[config.mk]
export PLATFORM = sky130hd
export DESIGN_NAME = keypad_scanner
export DESIGN_NICKNAME = d
export VERILOG_FILES = /design/src/rtl/keypad_scanner.sv
export SDC_FILE = /design/constraint.sdc
export NUM_CORES = 1
export LEC_CHECK = 0
export BUFFER_PORTS_ARGS = -buffer_cell sky130_fd_sc_hd__buf_2
export CAP_MARGIN = 10
export CORE_MARGIN = 1.5
export CORE_UTILIZATION = 55
export CTS_CLUSTER_SIZE = 12
export DETAILED_ROUTE_END_ITERATION = 6
export PLACE_DENSITY_LB_ADDON = 0.2
export SLEW_MARGIN = 20
export SYNTH_ARGS = -nofsm -noshare
export SYNTH_HDL_FRONTEND = slang
export SYNTH_SLANG_ARGS = --single-unit
[constraint.sdc]
create_clock -name clk -period 2.1 [get_ports clk]
set_input_delay 0.21 -clock clk [delete_from_list [all_inputs] [get_ports clk]]
set_output_delay 0.21 -clock clk [all_outputs]
set_load 0.02 [all_outputs]
[src/rtl/keypad_scanner.sv]
// -----------------------------------------------------------------------------
// keypad_scanner
//
// Purpose:
//   Scans a 4x4 matrix keypad by driving one column low at a time. Any low row
//   (which means a key is down) freezes the scan on that column. The press is
//   debounced, and then the key is reported as a one-cycle strobe with its
//   code. The key release is debounced too, and scanning then resumes at
//   column 0.
//
// Optional feature:
//   Define KEYPAD_REPEAT_EN to enable auto-repeat while a key is held.
//   - The first repeat strobe comes REPEAT_DELAY cycles after acceptance.
//   - Further strobes come every REPEAT_PERIOD cycles after that.
//   With the macro undefined, each press gives exactly one strobe.
//
// Parameters:
//   SCAN_DIV      cycles each column is driven per scan slot (>= 4)
//   DEBOUNCE_CNT  consecutive stable cycles needed to accept a press/release
//   REPEAT_DELAY  hold cycles before the first auto-repeat (repeat build only)
//   REPEAT_PERIOD cycles between later auto-repeats (repeat build only)
//
// Ports:
//   clk        rising-edge clock
//   rst        asynchronous active-high reset
//   row_in     keypad rows, active-low, asynchronous to clk
//   col_out    column drive, one-hot active-low
//   key_code   last accepted key, row*4+col
//   key_valid  one-cycle strobe on acceptance (and on auto-repeat)
//   key_held   high while the accepted key is down or its release is debouncing
// -----------------------------------------------------------------------------
module keypad_scanner #(
  parameter int SCAN_DIV      = 50000,
  parameter int DEBOUNCE_CNT  = 500000,
  parameter int REPEAT_DELAY  = 25000000,
  parameter int REPEAT_PERIOD = 10000000
) (
  input  logic       clk,
  input  logic       rst,
  input  logic [3:0] row_in,
  output logic [3:0] col_out,
  output logic [3:0] key_code,
  output logic       key_valid,
  output logic       key_held
);

  localparam int DIV_W = $clog2(SCAN_DIV);
  localparam int DB_W  = $clog2(DEBOUNCE_CNT + 1);
  localparam logic [DIV_W-1:0] DIV_LAST = DIV_W'(SCAN_DIV - 1);
  localparam logic [DB_W-1:0]  DB_LAST  = DB_W'(DEBOUNCE_CNT - 1);

  typedef enum logic [1:0] {
    SCAN       = 2'd0,
    PRESS_DB   = 2'd1,
    PRESSED    = 2'd2,
    RELEASE_DB = 2'd3
  } state_t;

  state_t           r_state;
  logic [3:0]       r_row_sync1;
  logic [3:0]       r_row_sync2;
  logic [1:0]       r_col;
  logic [1:0]       r_row;
  logic [3:0]       r_col_out;
  logic [DIV_W-1:0] r_div_cnt;
  logic [DB_W-1:0]  r_db_cnt;
  logic [3:0]       r_key_code;
  logic             r_key_valid;
  logic             r_key_held;

  logic             w_any_low;
  logic [1:0]       w_low_idx;
  logic             w_sel_low;
  logic [1:0]       w_col_next;

`ifdef KEYPAD_REPEAT_EN
  localparam int REP_MAX = (REPEAT_DELAY > REPEAT_PERIOD) ? REPEAT_DELAY : REPEAT_PERIOD;
  localparam int REP_W   = $clog2(REP_MAX + 1);

  // r_rep_phase = 0: waiting out the initial delay; 1: periodic repeats
  logic [REP_W-1:0] r_rep_cnt;
  logic             r_rep_phase;
  logic [REP_W-1:0] w_rep_last;
  logic             w_rep_hit;
  logic [REP_W-1:0] w_rep_inc;

  assign w_rep_last = r_rep_phase ? REP_W'(REPEAT_PERIOD - 1) : REP_W'(REPEAT_DELAY - 1);
  assign w_rep_hit  = (r_rep_cnt >= w_rep_last);
  // Saturating increment: during RELEASE_DB the timer may reach its terminal
  // value; it then waits there until the key settles back into PRESSED.
  assign w_rep_inc  = w_rep_hit ? r_rep_cnt : r_rep_cnt + 1'b1;
`endif

  // Active-low one-hot column drive
  function automatic logic [3:0] col_drive(input logic [1:0] c);
    col_drive = ~(4'b0001 << c);
  endfunction

  // Two-flop synchronizer. Rows idle high, so it resets to all-ones.
  always_ff @(posedge clk or posedge rst) begin
    if (rst) begin
      r_row_sync1 <= 4'b1111;
      r_row_sync2 <= 4'b1111;
    end else begin
      r_row_sync1 <= row_in;
      r_row_sync2 <= r_row_sync1;
    end
  end

  // Lowest-index low row wins when several rows are low together
  always_comb begin
    w_low_idx = 2'd0;
    if (!r_row_sync2[0])      w_low_idx = 2'd0;
    else if (!r_row_sync2[1]) w_low_idx = 2'd1;
    else if (!r_row_sync2[2]) w_low_idx = 2'd2;
    else                      w_low_idx = 2'd3;
  end

  assign w_any_low  = ~&r_row_sync2;
  assign w_sel_low  = ~r_row_sync2[r_row];
  assign w_col_next = r_col + 2'd1;

  always_ff @(posedge clk or posedge rst) begin
    if (rst) begin
      r_state     <= SCAN;
      r_col       <= 2'd0;
      r_row       <= 2'd0;
      r_col_out   <= 4'b1110;
      r_div_cnt   <= '0;
      r_db_cnt    <= '0;
      r_key_code  <= 4'd0;
      r_key_valid <= 1'b0;
      r_key_held  <= 1'b0;
`ifdef KEYPAD_REPEAT_EN
      r_rep_cnt   <= '0;
      r_rep_phase <= 1'b0;
`endif
    end else begin
      r_key_valid <= 1'b0;
      case (r_state)
        SCAN: begin
          if (r_div_cnt == DIV_LAST) begin
            r_div_cnt <= '0;
            if (w_any_low) begin
              // Column stays driven; col_out is simply not advanced
              r_row    <= w_low_idx;
              r_db_cnt <= '0;
              r_state  <= PRESS_DB;
            end else begin
              r_col     <= w_col_next;
              r_col_out <= col_drive(w_col_next);
            end
          end else begin
            r_div_cnt <= r_div_cnt + 1'b1;
          end
        end

        PRESS_DB: begin
          if (!w_sel_low) begin
            // Bounce: abandon this key and carry on from the next column
            r_db_cnt  <= '0;
            r_div_cnt <= '0;
            r_col     <= w_col_next;
            r_col_out <= col_drive(w_col_next);
            r_state   <= SCAN;
          end else if (r_db_cnt == DB_LAST) begin
            r_db_cnt    <= '0;
            r_key_code  <= {r_row, r_col};
            r_key_valid <= 1'b1;
            r_key_held  <= 1'b1;
            r_state     <= PRESSED;
`ifdef KEYPAD_REPEAT_EN
            r_rep_cnt   <= '0;
            r_rep_phase <= 1'b0;
`endif
          end else begin
            r_db_cnt <= r_db_cnt + 1'b1;
          end
        end

        PRESSED: begin
          if (!w_sel_low) begin
            r_db_cnt <= '0;
            r_state  <= RELEASE_DB;
`ifdef KEYPAD_REPEAT_EN
            r_rep_cnt <= w_rep_inc;
`endif
          end else begin
`ifdef KEYPAD_REPEAT_EN
            if (w_rep_hit) begin
              r_key_valid <= 1'b1;
              r_rep_cnt   <= '0;
              r_rep_phase <= 1'b1;
            end else begin
              r_rep_cnt <= r_rep_cnt + 1'b1;
            end
`endif
          end
        end

        RELEASE_DB: begin
          if (w_sel_low) begin
            // Release glitch: the key is still down, so no new strobe
            r_db_cnt <= '0;
            r_state  <= PRESSED;
`ifdef KEYPAD_REPEAT_EN
            r_rep_cnt <= w_rep_inc;
`endif
          end else if (r_db_cnt == DB_LAST) begin
            r_db_cnt   <= '0;
            r_div_cnt  <= '0;
            r_col      <= 2'd0;
            r_col_out  <= 4'b1110;
            r_key_held <= 1'b0;
            r_state    <= SCAN;
          end else begin
            r_db_cnt <= r_db_cnt + 1'b1;
`ifdef KEYPAD_REPEAT_EN
            r_rep_cnt <= w_rep_inc;
`endif
          end
        end

        default: r_state <= SCAN;
      endcase
    end
  end

  assign col_out   = r_col_out;
  assign key_code  = r_key_code;
  assign key_valid = r_key_valid;
  assign key_held  = r_key_held;

endmodule
==> flow_summary.toml, run 1 <==
[clock_network]
cts_made_buffers = 9
cts_num_sinks = 59
clockRootBuffer = "clkbuf_8"
clkSlewWorstSetupHoldPaths_ns = 0.07
clockBufferDepth = 2
number_of_h_tree_levels = 3
clk-insertion-delay-late_ns = 0.35
tritoncts_clock_tree = "built"

[floorplan]
design.core.area_um2 = 5570
die_w_um = 79.4
num_rows = 27
die_h_um = 79.4
design.die.area_um2 = 6300
start_util_pct = 57.6
number_of_top_level_design_ports = 16

[finish]
final_net_count = 399
diodes = 0
final_util_pct = 76.7
finish.cell_count_without_fillers = 464
number_of_fillers_in_the_final_layout = 364
drive_above_1_share_pct = 38.3
relative_area_change_from_synthesis_to_final_layout_pct = 33.2

[global_routing]
grt_antenna_before_repair = 0
grt_remaining_overflow = 0
vias_in_the_first_global_route = 2757
grt_start_max_net_pins = 23
grtUsageTotal_pct = 27.6
met2_usage_pct = 43.3
first_pass_grt_wire_length_um = 13200
globalRouteMet3Util_pct = 7.43
gr-max-usage-layer = "met2"
met1_usage_pct = 36.7

[worst_hold_path]
timing.hold.worst_path_depth = 0
hold_path_class = "flop to flop"

[timing]
finalWorstPathRequiredPeriod_ns = 2.19
tightestPinTransition_ns = 0.514
skew_ns = 0.00913
final_max_slew_viol_count = 0
finalSetupViolCount = 14
slew-limit-headroom_pct = 65.7
final.period_utilization_pct = 104
rsz0062_at_grt = "true"
max_freq_mhz = 456
timing.final.ws_setup_ns = -0.0923
final_hold_viol_count = 0

[logic_synthesis]
synth-seq-area-share_pct = 46.4
yosysUniqueCellTypes = 57
syn_area_per_cell_um2 = 10.2
postSynthNetCount = 327
simple_gate_area_share_of_the_yosys_netlist_pct = 22.2
synth_fa_ha_area_share_pct = 2.34
mappedNetlistArea_um2 = 3210
ys_warn_count = 0
synth_top_family_by_area = "simple AND/OR/NAND/NOR gates"
synth_compound_area_share_pct = 19.3
synth.area.mux_share_pct = 5.46
dominant_synthesized_flop_cell = "dfrtp_1"
syn_inst_count = 315
ys_seq_elements = 59
synth_edf_count = 0
synth_async_sr_flop_share_pct = 100
post_synth_xor_area_fraction_pct = 0.273

[route]
route.final.wire_length_um = 8280
detail_route.drc_violations = 0
drt-pass1-iter-count = 6
drtAntennaViolNets = 0
dr.first_iter.drc_count = 317
via_count_normalized_by_instance_count = 6.22
dr_total_vias = 2885
wl_per_cell_um = 17.8

[worst_setup_path]
worst-r2r-cell-count = 6
worst_setup_path_start_kind = "flop"
timing.critical_path.to_type = "flop"
critical_path_peak_fanout = 5
setup.reg_to_reg.worst_slack_ns = -0.09
worst-endpoint-arrival_ns = 2.43
worst-setup-path-type = "flop to flop"
worst-endpoint-required_ns = 2.33

[placement]
finalWeightedCongestion = 0.896
port_buffers = 15
dp_cells = 436
post-dp-hpwl_um = 4800

[run]
maxCapViolations = 0

[status]
outcome = "complete, but fails checks"
failed_checks = "negative setup slack"

[power_and_ir_drop]
vdd_drop_max_uv = 700
p_leak_nw = 1.89
power.density_nw_per_um2 = 579
power breakdown:
part           internal [mW]  switching (mW)  leakage [nW]  total [mW]
Combinational         0.0226          0.0365         0.994      0.0591
Clock                  0.798           0.465         0.122        1.26
Sequential              1.15         0.00415         0.772        1.15
Total                   1.97           0.505          1.89        2.48
through the flow:
stage	hold slack, ns	TNS, ns	setup WS (ns)	cell area (um^2)	power, mW
2_1_floorplan	0.214	0	0.0298	3210	1.20
3_3_place_gp	0.251	-0.813	-0.0789	3680	1.22
3_5_place_dp	0.263	-1.82	-0.123	3680	1.23
4_1_cts	0.357	-0.541	-0.0706	4090	2.48
5_1_grt	0.362	-2.56	-0.170	4270	2.55
6_report	0.357	-0.589	-0.0923	4270	2.48
cells in the mapped netlist (all sizes together), types with 2 or more instances:
library cell,instances,area [um^2]
clkbuf,3,12.5
o21ai,18,90.1
and3,5,31.3
nand2,37,139
and4,2,17.5
or3,9,56.3
o31ai,11,82.6
nand4,8,65.1
a31oi,9,56.3
a41oi,3,26.3
nand3,12,60.1
a21oi,11,55.1
dfrtp,48,1200
a211oi,17,138
nor4b,2,47.6
nor3,11,81.3
inv,14,52.6
mux2i,4,40.0
o32ai,2,17.5
nor2,12,45.0
or4,10,75.1
dfstp,11,289
ha,6,75.1
o22a,4,35.0
nand2b,4,25.0
mux2,10,113
and2,2,12.5
buf,10,63.8
cell type report:
| type | instances | area, um^2 | area share (%) |
|---|---|---|---|
| clock buffers | 13 | 179 | 4.19 |
| multi-input cells | 230 | 1810 | 42.4 |
| flip-flops and latches | 59 | 1490 | 34.9 |
| clock inverters | 3 | 67.6 | 1.58 |
| repair buffers | 73 | 583 | 13.6 |
| well taps | 72 | 90.1 | 2.11 |
| inverters | 14 | 52.6 | 1.23 |
cell usage in the layout (no fill, tap or decap), types with 3 or more instances in the layout:
cell type	netlist	routed
dfrtp_1	48	48
buf_4	4	44
nand2_1	37	36
o21ai_0	17	16
buf_2	3	15
a211oi_2	2	14
inv_1	14	13
clkbuf_8	0	13
o31ai_1	11	11
dfstp_2	11	11
nand3_1	12	10
nor2_1	12	10
a21oi_1	11	10
a31oi_1	9	9
nand4_1	7	7
or4_1	10	7
mux2_2	10	7
or3_1	9	7
nor3_1	7	6
buf_6	1	6
ha_1	6	5
dlygate4sd3_1	0	5
and3_1	5	4
nor3_4	1	4
o22a_1	4	4
mux2i_1	4	4
a41oi_1	3	3
or4_4	0	3
mux2_4	0	3
nand2b_1	4	3
a211oi_1	15	3
buf_12	0	3
flip-flops by register name, summed over array words and instances (netlist names), 2 cells and up, named ones only:
name and count:
r_row_sync2 4, col_out 4, r_div_cnt 16, r_row_sync1 4, r_db_cnt 19, key_code 4, r_row 2, r_col 2
repair_timing:
item | in CTS | in global routing
hold buffers | 5 | 0
setup buffers | 3 | 2
endpoints found under the setup margin | 27 | 43
pin swaps | 9 | 5
resized for setup | 18 | 36
endpoints found under the hold margin | 24 | 0
gates cloned | 1 | 1
worst paths after layout:
path | endpoint | startpoint
min in group asynchronous | r_db_cnt[8] | rst
max | col_out[0] | r_div_cnt[11]
min reg2reg | r_row_sync2[2] | r_row_sync1[2]
max reg2reg | col_out[0] | r_div_cnt[11]
min | r_row_sync2[2] | r_row_sync1[2]
max in group asynchronous | r_row_sync1[2] | rst
cells by family (layout without fill, tap and decap cells):
logic type,count (synthesis),after routing
buf+inv,27,103
fa+ha+maj,6,6
simple gates,121,121
mux,15,15
flops,59,59
xor+xnor,1,1
compound gates,86,87
routing by layer:
metal / wire [um] / up-vias
met5: 0 / -
met4: 105 / 0
met3: 495 / 11
met2: 4060 / 109
met1: 3620 / 1423
li1: - / 1342
worst max-delay path, cell delays in order (launching register included):
cell,delay (ns)
dfrtp_1,0.42
nor4b_4,0.41
nand4_4,0.23
buf_6,0.19
o31a_1,0.29
o22ai_4,0.22
mux2_4,0.33
No activity file was read; power rests on OpenSTA's default activity.
==> run 2: changes to the inputs <==
--- a/config.mk
+++ b/config.mk
@@ -11,7 +11,7 @@
 export CORE_UTILIZATION = 55
 export CTS_CLUSTER_SIZE = 12
 export DETAILED_ROUTE_END_ITERATION = 6
-export PLACE_DENSITY_LB_ADDON = 0.2
+export PLACE_DENSITY = 0.83
 export SLEW_MARGIN = 20
 export SYNTH_ARGS = -nofsm -noshare
 export SYNTH_HDL_FRONTEND = slang
==> constraint.sdc (replaced) <==
create_clock -name clk -period 2.14 [get_ports clk]
set_input_delay 0.214 -clock clk [delete_from_list [all_inputs] [get_ports clk]]
set_output_delay 0.214 -clock clk [all_outputs]
set_load 0.02 [all_outputs]
==> run 2 against run 1 <==
- sequential power is essentially flat
- clock skew grew 0.0030 ns
- via count rose by 4.8%
- clock power is 28% lower
- register-to-register slack worse by 0.05 ns
- critical path depth unchanged
- die area is the same
- non-clock buffer count fell by 5
- worst setup slack worse by 0.045 ns
- utilization is 3.1 points lower
- the run still ends with negative setup slack left
- total power decreased by 15%
==> flow_summary.toml, run 2 (synthesized netlist as in run 1, its figures left out) <==
[power_and_ir_drop]
p_switching_uw = 473
part_of_the_power_in_the_clock_network_pct = 43.4
power.share.combinational_pct = 2.6
seqPwrFrac_pct = 54.0
total_power_after_layout_mw = 2.10
power.switching_fraction_pct = 22.5
power.density_nw_per_um2 = 513
p_leak_nw = 1.80
vdd_drop_max_uv = 572
power.internal_mw = 1.63

[route]
route.final.wire_length_um = 8780
drt-pass1-iter-count = 7
via_count_normalized_by_instance_count = 6.57
dr.first_iter.drc_count = 422
drtAntennaViolNets = 0
detail_route.drc_violations = 0
dr_total_vias = 3024
wl_per_cell_um = 19.1

[floorplan]
design.core.area_um2 = 5570
number_of_top_level_design_ports = 16
die_h_um = 79.4
num_rows = 27
die_w_um = 79.4
design.die.area_um2 = 6300
start_util_pct = 57.6

[global_routing]
grtUsageTotal_pct = 28.4
grt_remaining_overflow = 0
grt_start_max_net_pins = 28
first_pass_grt_wire_length_um = 13500
vias_in_the_first_global_route = 2802
grt_antenna_before_repair = 0

[worst_setup_path]
worst_setup_path_start_kind = "flop"
worst-r2r-cell-count = 6
critical_path_peak_fanout = 5
worst-endpoint-required_ns = 2.38
reg2reg_from = "r_db_cnt[7]"
setup.reg_to_reg.worst_slack_ns = -0.14
worst-setup-path-type = "flop to flop"
reg2reg_to = "r_db_cnt[16]"
worst-endpoint-arrival_ns = 2.52
timing.critical_path.to_type = "flop"

[worst_hold_path]
worstHoldEndpoint = "r_row_sync2[0]"
hold_start = "r_row_sync1[0]"
hold_path_class = "flop to flop"
timing.hold.worst_path_depth = 0

[finish]
largest-register = "r_db_cnt"
largest_reg_flops = 19
final_cell_mix = "dfrtp_1 (48), buf_4 (40), nand2_1 (36)"
layout_top_registers = "r_db_cnt (19), r_div_cnt (16)"
drive_above_1_share_pct = 35.1
final_net_count = 395
relative_area_change_from_synthesis_to_final_layout_pct = 27.8
final_util_pct = 73.6
diodes = 0
mostFrequentLayoutCell = "dfrtp_1"
number_of_fillers_in_the_final_layout = 318

[placement]
finalWeightedCongestion = 0.855
post-dp-hpwl_um = 4950
dpl_worst_slack_ns = -0.125
port_buffers = 15

[timing]
max_freq_mhz = 439
finalSetupViolCount = 4
rsz0062_at_grt = "true"
final_hold_viol_count = 0
tightestPinTransition_ns = 0.468
final.period_utilization_pct = 106
slew-limit-headroom_pct = 68.5
finalWorstPathRequiredPeriod_ns = 2.28
final_max_slew_viol_count = 0
finalSetupTns_ns = -0.295
timing.final.ws_setup_ns = -0.138
skew_ns = 0.0122

[clock_network]
cts_made_buffers = 9
clockBufferDepth = 2
number_of_h_tree_levels = 3
clk-insertion-delay-late_ns = 0.34
cts_num_sinks = 59
clockRootBuffer = "clkbuf_8"
clkSlewWorstSetupHoldPaths_ns = 0.06
tritoncts_clock_tree = "built"

[status]
failed_checks = "negative setup slack"
outcome = "complete, but fails checks"

[run]
maxCapViolations = 0
run 2: per-stage QoR:
| step | hold slack (ns) | cells | cell area [um^2] |
|---|---|---|---|
| after global placement | 0.199 | 430 | 3640 |
| after floorplan | 0.218 | 315 | 3210 |
| after detailed placement | 0.201 | 430 | 3640 |
| after global routing | 0.362 | 460 | 4100 |
| after CTS | 0.356 | 457 | 3960 |
| final | 0.356 | 460 | 4100 |
run 2: how the worst max path moves through the flow:
stage / cells after the start / to / startpoint
2_1_floorplan: 7 / r_db_cnt[8] / r_div_cnt[0]
3_3_place_gp: 5 / r_db_cnt[5] / r_row[0]
3_5_place_dp: 5 / r_db_cnt[17] / r_row[0]
4_1_cts: 6 / col_out[1] / r_div_cnt[11]
5_1_grt: 6 / r_db_cnt[16] / r_db_cnt[5]
6_report: 6 / r_db_cnt[16] / r_db_cnt[7]
run 2: cell type report:
class | count | area, um^2 | area share, %
multi-input cells | 231 | 1740 | 42.4
flip-flops and latches | 59 | 1490 | 36.3
repair buffers | 68 | 547 | 13.3
clock buffers | 12 | 155 | 3.78
well taps | 72 | 90.1 | 2.20
inverters | 14 | 52.6 | 1.28
clock inverters | 4 | 25.0 | 0.610
run 2: power groups by stage:
| stage | clock network [mW] | registers (mW) | logic, mW |
|---|---|---|---|
| 3_3_place_gp | 0 | 1.15 | 0.0448 |
| 4_1_cts | 0.922 | 1.13 | 0.0551 |
| 3_5_place_dp | 0 | 1.15 | 0.0471 |
| 5_1_grt | 0.967 | 1.13 | 0.0631 |
| 2_1_floorplan | 0 | 1.15 | 0.0247 |
| 6_report | 0.912 | 1.13 | 0.0552 |
run 2: what timing repair did:
action                     in CTS  in global routing
setup endpoints to repair      18                 38
gates resized for setup         1                 30
hold endpoints to repair       17                  0
gates cloned                    2                  1
pin swaps                       3                 18
hold buffers                    5                  0
setup buffers                   4                  2
run 2: per-layer routing:
layer  vias to the layer above  GRT usage, %  share of wire, %
met3                        37          5.49               7.6
met2                       192          46.0                49
met1                      1467          36.3                40
met4                         0          14.6               3.0
met5                         -             0                 0
li1                       1328             -                 -
run 2: worst max-delay path, cell delays in order (launching register included):
cell and delay, ns:
dfrtp_1 0.37, buf_4 0.14, nand4_1 0.21, nor3_1 0.48, nand2_1 0.27, or4_4 0.48, a211oi_2 0.23
